[src/rtl/hazard_forward_unit.sv]
// ID/EX stage control for the pipelined TSC core: registered operand-forward selects,
// load-use stall, branch flush and halt sequencing, plus saturating hazard counters.
module hazard_forward_unit #(
    parameter int REG_ADDR_W   = 2,
    parameter int LOAD_LAT     = 1,
    parameter int FLUSH_CYCLES = 1,
    parameter int ZERO_REG_EN  = 0,
    parameter int CNT_W        = 16
) (
    input  logic                  clk,
    input  logic                  reset_n,
    input  logic [REG_ADDR_W-1:0] id_rs1,
    input  logic [REG_ADDR_W-1:0] id_rs2,
    input  logic                  id_use_rs1,
    input  logic                  id_use_rs2,
    input  logic [REG_ADDR_W-1:0] ex_rd,
    input  logic                  ex_reg_write,
    input  logic                  ex_mem_read,
    input  logic [REG_ADDR_W-1:0] mem_rd,
    input  logic                  mem_reg_write,
    input  logic                  redirect,
    input  logic                  halt_in,
    output logic [1:0]            forward_A,
    output logic [1:0]            forward_B,
    output logic                  stall_if,
    output logic                  stall_id,
    output logic                  bubble_ex,
    output logic                  flush_id,
    output logic                  halted,
    output logic [CNT_W-1:0]      stall_cnt,
    output logic [CNT_W-1:0]      flush_cnt
);

    typedef enum logic [1:0] {RUN, LSTALL, FLUSH, HALT} state_t;

    localparam logic [3:0]       LOAD_RELOAD  = 4'(LOAD_LAT - 1);
    localparam logic [3:0]       FLUSH_RELOAD = 4'(FLUSH_CYCLES - 1);
    localparam logic [CNT_W-1:0] CNT_MAX      = {CNT_W{1'b1}};

    state_t            state_r, state_nxt_s;
    logic [3:0]        cnt_r, cnt_nxt_s;
    logic [1:0]        forward_a_r, forward_b_r;
    logic [CNT_W-1:0]  stall_cnt_r, flush_cnt_r;
    logic              stall_if_s, stall_id_s, bubble_ex_s, flush_id_s, halted_s;
    logic              load_stall_s, hazard_s;

    // Register 0 never produces a dependency when it is hard-wired.
    function automatic logic reg_match(input logic [REG_ADDR_W-1:0] src,
                                       input logic [REG_ADDR_W-1:0] rd,
                                       input logic                  we);
        return we && (src == rd) &&
               !((ZERO_REG_EN != 0) && (rd == {REG_ADDR_W{1'b0}}));
    endfunction

    function automatic logic [1:0] fwd_sel(input logic [REG_ADDR_W-1:0] src,
                                           input logic                  use_src);
        if (use_src && reg_match(src, ex_rd, ex_reg_write)) begin
            return 2'd2;
        end else if (use_src && reg_match(src, mem_rd, mem_reg_write)) begin
            return 2'd1;
        end else begin
            return 2'd0;
        end
    endfunction

    // Load-use hazard detection against the instruction currently in EX.
    always_comb begin
        hazard_s = ex_mem_read &&
                   ((id_use_rs1 && reg_match(id_rs1, ex_rd, ex_reg_write)) ||
                    (id_use_rs2 && reg_match(id_rs2, ex_rd, ex_reg_write)));
    end

    // Next-state and control outputs; halt beats redirect beats hazard.
    always_comb begin
        state_nxt_s  = state_r;
        cnt_nxt_s    = cnt_r;
        stall_if_s   = 1'b0;
        stall_id_s   = 1'b0;
        bubble_ex_s  = 1'b0;
        flush_id_s   = 1'b0;
        halted_s     = 1'b0;
        load_stall_s = 1'b0;
        if (reset_n) begin
            state_nxt_s = RUN;
            cnt_nxt_s   = 4'd0;
        end else if (state_r == HALT) begin
            halted_s    = 1'b1;
            stall_if_s  = 1'b1;
            stall_id_s  = 1'b1;
            bubble_ex_s = 1'b1;
        end else if (halt_in) begin
            stall_if_s  = 1'b1;
            bubble_ex_s = 1'b1;
            state_nxt_s = HALT;
            cnt_nxt_s   = 4'd0;
        end else if (redirect) begin
            flush_id_s  = 1'b1;
            bubble_ex_s = 1'b1;
            if (FLUSH_CYCLES > 1) begin
                state_nxt_s = FLUSH;
                cnt_nxt_s   = FLUSH_RELOAD;
            end else begin
                state_nxt_s = RUN;
                cnt_nxt_s   = 4'd0;
            end
        end else begin
            case (state_r)
                RUN: begin
                    if (hazard_s) begin
                        stall_if_s   = 1'b1;
                        stall_id_s   = 1'b1;
                        bubble_ex_s  = 1'b1;
                        load_stall_s = 1'b1;
                        if (LOAD_LAT > 1) begin
                            state_nxt_s = LSTALL;
                            cnt_nxt_s   = LOAD_RELOAD;
                        end else begin
                            state_nxt_s = RUN;
                        end
                    end else begin
                        state_nxt_s = RUN;
                    end
                end
                LSTALL: begin
                    stall_if_s   = 1'b1;
                    stall_id_s   = 1'b1;
                    bubble_ex_s  = 1'b1;
                    load_stall_s = 1'b1;
                    cnt_nxt_s    = cnt_r - 4'd1;
                    if (cnt_r <= 4'd1) begin
                        state_nxt_s = RUN;
                    end else begin
                        state_nxt_s = LSTALL;
                    end
                end
                FLUSH: begin
                    flush_id_s  = 1'b1;
                    bubble_ex_s = 1'b1;
                    cnt_nxt_s   = cnt_r - 4'd1;
                    if (cnt_r <= 4'd1) begin
                        state_nxt_s = RUN;
                    end else begin
                        state_nxt_s = FLUSH;
                    end
                end
                default: begin
                    state_nxt_s = RUN;
                    cnt_nxt_s   = 4'd0;
                end
            endcase
        end
    end

    // State, forward selects and saturating counters.
    always_ff @(posedge clk) begin
        if (reset_n) begin
            state_r     <= RUN;
            cnt_r       <= 4'd0;
            forward_a_r <= 2'd0;
            forward_b_r <= 2'd0;
            stall_cnt_r <= {CNT_W{1'b0}};
            flush_cnt_r <= {CNT_W{1'b0}};
        end else begin
            state_r <= state_nxt_s;
            cnt_r   <= cnt_nxt_s;
            // A bubble or squashed instruction entering EX must not forward.
            if (stall_id_s || bubble_ex_s || flush_id_s) begin
                forward_a_r <= 2'd0;
                forward_b_r <= 2'd0;
            end else begin
                forward_a_r <= fwd_sel(id_rs1, id_use_rs1);
                forward_b_r <= fwd_sel(id_rs2, id_use_rs2);
            end
            if (load_stall_s && (stall_cnt_r != CNT_MAX)) begin
                stall_cnt_r <= stall_cnt_r + {{(CNT_W-1){1'b0}}, 1'b1};
            end else begin
                stall_cnt_r <= stall_cnt_r;
            end
            if (flush_id_s && (flush_cnt_r != CNT_MAX)) begin
                flush_cnt_r <= flush_cnt_r + {{(CNT_W-1){1'b0}}, 1'b1};
            end else begin
                flush_cnt_r <= flush_cnt_r;
            end
        end
    end

    assign forward_A = forward_a_r;
    assign forward_B = forward_b_r;
    assign stall_if  = stall_if_s;
    assign stall_id  = stall_id_s;
    assign bubble_ex = bubble_ex_s;
    assign flush_id  = flush_id_s;
    assign halted    = halted_s;
    assign stall_cnt = stall_cnt_r;
    assign flush_cnt = flush_cnt_r;

endmodule
[config.mk]
export PLATFORM = sky130hd
export DESIGN_NAME = hazard_forward_unit
export DESIGN_NICKNAME = d
export VERILOG_FILES = /design/src/rtl/hazard_forward_unit.sv
export SDC_FILE = /design/constraint.sdc
export NUM_CORES = 1
export LEC_CHECK = 0
export ABC_AREA = 1
export CORE_MARGIN = 4
export CORE_UTILIZATION = 46
export CTS_BUF_LIST = sky130_fd_sc_hd__clkbuf_4 sky130_fd_sc_hd__clkbuf_8 sky130_fd_sc_hd__clkbuf_16
export CTS_CLUSTER_SIZE = 20
export DETAILED_ROUTE_END_ITERATION = 7
export GPL_TIMING_DRIVEN = 0
export PLACE_DENSITY = 0.77
export REMOVE_ABC_BUFFERS = 1
export SKIP_CTS_REPAIR_TIMING = 1
export SLEW_MARGIN = 20
export SYNTH_ARGS = -nofsm -noshare
export SYNTH_HDL_FRONTEND = slang
export SYNTH_SLANG_ARGS = --single-unit
export TNS_END_PERCENT = 50
[constraint.sdc]
create_clock -name clk -period 1.7 [get_ports clk]
set_clock_uncertainty 0.15 [all_clocks]
set_input_delay 0.34 -clock clk [delete_from_list [all_inputs] [get_ports clk]]
set_output_delay 0.34 -clock clk [all_outputs]
set_load 0.05 [all_outputs]
==> impl_metrics.ini, run 1 <==
[final_layout]
fill_cells = 468
syn2layout_area_growth_pct = 38.1
antenna_cells = 0
nets = 470
drive_above_1_share_pct = 19.7

[clocking]
cts_tree = done
numCtsBuffers = 5
clock_sinks = 42
cts-htree-levels = 2
clkLatencyLatePin_ps = 300
clockRootBuffer = clkbuf_8
cts.path.max_buffers = 2
clkTransAtPathRegs_ps = 80

[die]
die_area_um2 = 6860
coreArea_um2 = 5270
die_x_um = 82.8
initial_core_util_pct = 48.9
die_h_um = 82.8
rows = 26
pin_count = 58

[yosys]
synth-edff-count = 0
synth_area_leaders = dfxtp_1 (33%), nand2_1 (13%), inv_1 (7.3%), a21oi_1 (6.4%), nor2_1 (5.8%)
syn_inst = 382
synthArstFlopShare_pct = 0
yosysTopAreaCell = dfxtp_1
synth_cell_types = 33
ys_warn_count = 0
ys_ff_latch = 42
ys_seq_area_share_pct = 32.6
synth_top_area_share_pct = 32.6
netlist_area_um2 = 2580
synthMostInstantiatedCell = nand2_1
synthFlopType = dfxtp_1
avgSynthCellArea_um2 = 6.74
synthTopCellsByCount = nand2_1 (92), inv_1 (50), dfxtp_1 (42)

[routing]
drt_iter0_drc = 127
drcViolationCount = 0
via_per_inst = 5.33
drt-total-wl_um = 6850
wire_per_inst_um = 13.3
final_antenna_net_count = 0
dr.pass1.iters = 4
num_vias = 2752

[global_route]
grt_overflow = 0
grt_pass1_vias = 2570
grt.met1_usage_pct = 20.5
busiest_layer = met2
grt_pass1_wl_um = 10900
grt_max_degree = 33
use_met3_pct = 3.56
grtUsageMet2_pct = 34.6
grt_usage_pct = 18.2
antenna_found_initial = 0

[worst_setup_path]
required_ps = 1210
r2r_cells = 9
reg2reg_from = state_r[1]$_SDFFE_PP0N_
worstSetupEndpointType = output port
path_max_fanout = 3
startpoint_type = flip-flop
path_class = reg2out
rr_endpoint = flush_cnt[4]$_SDFFE_PP0P_
arrival_ps = 1600
r2r_slack_ps = -140

[timing]
setup_tns_ps = -2590
timing.final.max_slew_violations = 0
worst_slew_pin_slew_ps = 526
worst_slack_ps = -393
finalCriticalPeriod_ps = 2090
hold_viol_final = 0
max_clock_freq_ghz = 0.478
timing.final.crit_share_pct = 123
setup_viol = 32
grt_setup_unrepaired = true
maxSlewHeadroom_pct = 64.9

[power_and_ir_drop]
irDropWorstVdd_uv = 337
leakage_nw = 1.84
powerDensity_nw_per_um2 = 599
power_mw = 2.13

[worst_hold_path]
min_to = forward_A[0]$_SDFF_PP0_
hold_path_class = in2reg
whs_path_depth = 3
holdCritStartpoint = id_rs1[0]

[placed_design]
pre_cts_ws_ps = -1480
gp_congestion = 0.834
io_buffers = 57
dp_hpwl_um = 4680

[run_status]
violations = negative setup slack
status = finished, violations left

[job]
maxCapViolCount = 0
-- worst max-delay path: stages (launching register included) --
cell	delay (ps)
dfxtp_2	380
inv_4	60
ha_4	160
nand2_2	70
inv_2	50
nand3_4	80
nand2_8	60
o31ai_1	220
inv_1	80
buf_6	160
-- state kept, by name, summed over array words and instances, names as in the netlist --
register	flops
flush_cnt	16
stall_cnt	16
cnt_r	4
forward_A	2
forward_B	2
state_r	2
-- area by class of cell --
cell class | instances | area, µm² | area share [%]
Clock buffer | 5 | 68.8 | 1.93
Clock inverter | 3 | 40.0 | 1.13
Inverter | 52 | 210 | 5.91
Multi-Input combinational cell | 279 | 1630 | 45.9
Sequential cell | 42 | 862 | 24.2
Tap cell | 70 | 87.6 | 2.46
Timing Repair Buffer | 64 | 651 | 18.3
Timing Repair inverter | 1 | 5.00 | 0.141
-- layer usage --
metal / wire [µm] / share of wire (%) / vias up
met1: 2880 / 42 / 1294
met2: 3620 / 53 / 60
met3: 272 / 4.0 / 9
li1: - / - / 1389
met5: 0 / 0 / -
met4: 84 / 1.2 / 0
-- placed cells by master (no fill, tap or decap), drive strengths merged --
cell and count:
and2 1, o21ai 9, ha 8, nand4 22
nor3b 1, a221oi 3, dfxtp 42, bufinv 1
nor4 2, o31ai 1, dlymetal6s2s 35, a21oi 33
clkdlybuf4s50 4, nor2 43, clkbuf 19, nor3 15
xnor2 3, clkinv 4, o211ai 5, inv 51
a31oi 1, nand3 21, nand2 93, buf 11
o22ai 1, xor2 17
-- through the flow --
stage | instances | util [%] | hold slack (ps) | area [µm²]
after CTS | 507 | 62.2 | 347 | 3280
after detailed placement | 499 | 60.1 | 334 | 3170
final | 516 | 67.5 | 232 | 3560
after floorplan | 372 | - | 259 | 2510
after global placement | 499 | 60.2 | 326 | 3170
after global routing | 516 | 67.5 | 263 | 3560
-- cell families (layout without fill, tap and decap cells) --
kind of cell               Yosys count  after routing  synth area share [%]
and+or+nand+nor                    197            198                  35.1
buffers and inverters               62            125                  9.96
DFF                                 42             42                  32.6
adders and majority gates            8              8                  3.89
AOI/OAI and AO/OA                   53             53                  11.7
xor gates and xnor gates            20             20                  6.80
-- report_power, final --
part           leakage [nW]  switching, mW  total (mW)  internal, mW
registers             0.345         0.0122        1.01         0.994
clock network        0.0579          0.356       0.789         0.433
logic                  1.44          0.218       0.336         0.119
total                  1.84          0.586        2.13          1.54
-- worst max path at each step --
stage / to / cells past startpoint / from
global placement: bubble_ex / 4 / reset_n
floorplan: stall_id / 8 / state_r[0]$_SDFFE_PP0N_
finish: stall_if / 9 / state_r[1]$_SDFFE_PP0N_
global route: stall_if / 9 / state_r[1]$_SDFFE_PP0N_
CTS: stall_id / 12 / ex_rd[0]
detailed placement: stall_id / 12 / id_rs2[0]
Power figures use the tool's default switching activity.
==> inputs of run 2 (changes only) <==
--- a/config.mk
+++ b/config.mk
@@ -7,12 +7,13 @@
 export LEC_CHECK = 0
 export ABC_AREA = 1
 export CORE_MARGIN = 4
-export CORE_UTILIZATION = 46
+export CORE_UTILIZATION = 51
 export CTS_BUF_LIST = sky130_fd_sc_hd__clkbuf_4 sky130_fd_sc_hd__clkbuf_8 sky130_fd_sc_hd__clkbuf_16
+export CTS_CLUSTER_DIAMETER = 150
 export CTS_CLUSTER_SIZE = 20
 export DETAILED_ROUTE_END_ITERATION = 7
 export GPL_TIMING_DRIVEN = 0
-export PLACE_DENSITY = 0.77
+export PLACE_DENSITY = 0.81
 export REMOVE_ABC_BUFFERS = 1
 export SKIP_CTS_REPAIR_TIMING = 1
 export SLEW_MARGIN = 20
==> constraint.sdc (replaced) <==
create_clock -name clk -period 2.22 [get_ports clk]
set_clock_uncertainty 0.15 [all_clocks]
set_input_delay 0.444 -clock clk [delete_from_list [all_inputs] [get_ports clk]]
set_output_delay 0.444 -clock clk [all_outputs]
set_load 0.05 [all_outputs]
==> run 2 against run 1 <==
Effect of this change: the flow still finishes with violations (negative setup slack); sequential share of layout area grew 0.54 points; final area fell by 3.7%; global-route usage increased by 3.4 points; hold slack gained 64 ps.
==> impl_metrics.ini, run 2 (synthesis results as in run 1) <==
[clocking]
clock_sinks = 42
cts.path.max_buffers = 2
cts-htree-levels = 2
numCtsBuffers = 5
clockRootBuffer = clkbuf_8
clkTransAtPathRegs_ps = 80
clkLatencyLatePin_ps = 310
cts_tree = done

[worst_setup_path]
required_ps = 1630
cpPeakStageDelay_ps = 390
startpoint_type = flip-flop
cp_cell_sequence = inv_4 -> ha_4 -> nand2_2 -> inv_2 -> nand3_4 -> nand2_8 -> o31ai_4 -> inv_1 -> buf_6
arrival_ps = 1650
path_class = reg2out
crit_slowest_cell = dfxtp_4
crit_family = flip-flops
path_max_fanout = 3
crit_buf_inv = 4
worstSetupEndpointType = output port
r2r_slack_ps = 240

[placed_design]
dp.cells = 496
io_buffers = 57
post_dp_cell_area_um2 = 3160
dp_hpwl_um = 4620
gp_congestion = 0.894

[die]
die_area_um2 = 6250
pin_count = 58
die_x_um = 79.1
initial_core_util_pct = 53.5
die_h_um = 79.1
rows = 25
coreArea_um2 = 4820

[final_layout]
drive_above_1_share_pct = 13.7
final_cell_mix = nand2_1 (83), inv_1 (42), dfxtp_1 (40), nor2_1 (38), clkdlybuf4s50_1 (33)
stdcell_area_um2 = 3430
multi_input_area_um2 = 1580
finalNonFillerCells = 506
mostFrequentLayoutCell = nand2_1
nets = 463
utilization_pct = 71.1
fill_cells = 430
syn2layout_area_growth_pct = 33.0
seq_area_um2 = 848
antenna_cells = 0

[timing]
finalCriticalPeriod_ps = 2240
timing.final.max_slew_violations = 0
holdWs_ps = 296
hold_viol_final = 0
worst_slack_ps = -19.7
timing.final.crit_share_pct = 101
grt_setup_unrepaired = true
maxSlewHeadroom_pct = 66.0
worst_slew_pin_slew_ps = 510
max_clock_freq_ghz = 0.446
setup_viol = 1

[power_and_ir_drop]
p_switching_mw = 0.447
combPwrFrac_pct = 15.2
swShare_pct = 27.4
leakage_nw = 1.36
p_int_mw = 1.18
clkPwrFrac_pct = 37.3
irDropWorstVdd_uv = 285
powerDensity_nw_per_um2 = 476
p_seq_share_pct = 47.5

[run_status]
violations = negative setup slack
status = finished, violations left

[global_route]
grt_max_degree = 33
antenna_found_initial = 0
grt_pass1_vias = 2549
grt_pass1_wl_um = 11100
grt_usage_pct = 21.6
grt_overflow = 0

[routing]
drcViolationCount = 0
dr.pass1.iters = 4
num_vias = 2700
final_antenna_net_count = 0
drt_iter0_drc = 134
via_per_inst = 5.34
wire_per_inst_um = 12.9
drt-total-wl_um = 6530

[worst_hold_path]
hold_path_class = in2reg

[job]
maxCapViolCount = 0
[run 2: final timing paths]
check                                                from  cells past startpoint                        end
worst min register to register  stall_cnt[9]$_SDFFE_PP0P_                      2  stall_cnt[9]$_SDFFE_PP0P_
worst max register to register    state_r[0]$_SDFFE_PP0N_                      9  flush_cnt[5]$_SDFFE_PP0P_
worst max-delay path              state_r[0]$_SDFFE_PP0N_                      9                   stall_if
worst min-delay path                            id_rs1[0]                      3    forward_A[0]$_SDFF_PP0_
[run 2: metrics by stage]
stage | setup TNS [ps] | power [mW] | setup slack [ps]
floorplan | -281 | 0.922 | -270
global placement | -37520 | 1.00 | -1520
detailed placement | -16480 | 1.01 | -1190
CTS | -7310 | 1.61 | -1190
global route | -175 | 1.70 | -122
finish | -19.7 | 1.63 | -19.7
[run 2: per-layer routing]
layer / wire [µm] / track usage (%) / vias to the layer above
met5: 0 / 0 / -
met4: 112 / 8.25 / 0
met3: 281 / 4.65 / 16
met2: 3360 / 37.2 / 75
met1: 2770 / 26.3 / 1242
li1: - / - / 1367
[run 2: tightest hold or removal path, delay by kind of cell]
kind	cells	cell delay, ps
buffers and inverters	1	90
AO/OA/AOI/OAI	1	90
AND/OR/NAND/NOR	1	90
[run 2: power groups by stage]
stage | Combinational (mW) | Clock [mW] | Sequential [mW]
6_report | 0.248 | 0.608 | 0.775
5_1_grt | 0.272 | 0.654 | 0.777
4_1_cts | 0.218 | 0.619 | 0.773
3_5_place_dp | 0.217 | 0 | 0.790
3_3_place_gp | 0.213 | 0 | 0.790
2_1_floorplan | 0.124 | 0 | 0.797
[run 2: area by class of cell]
type / instances / area share, %
clock buffers: 5 / 2.01
clock inverters: 3 / 1.17
inverters: 52 / 6.06
multi-input cells: 278 / 46.1
flip-flops and latches: 42 / 24.8
well taps: 67 / 2.45
repair buffers: 59 / 17.5
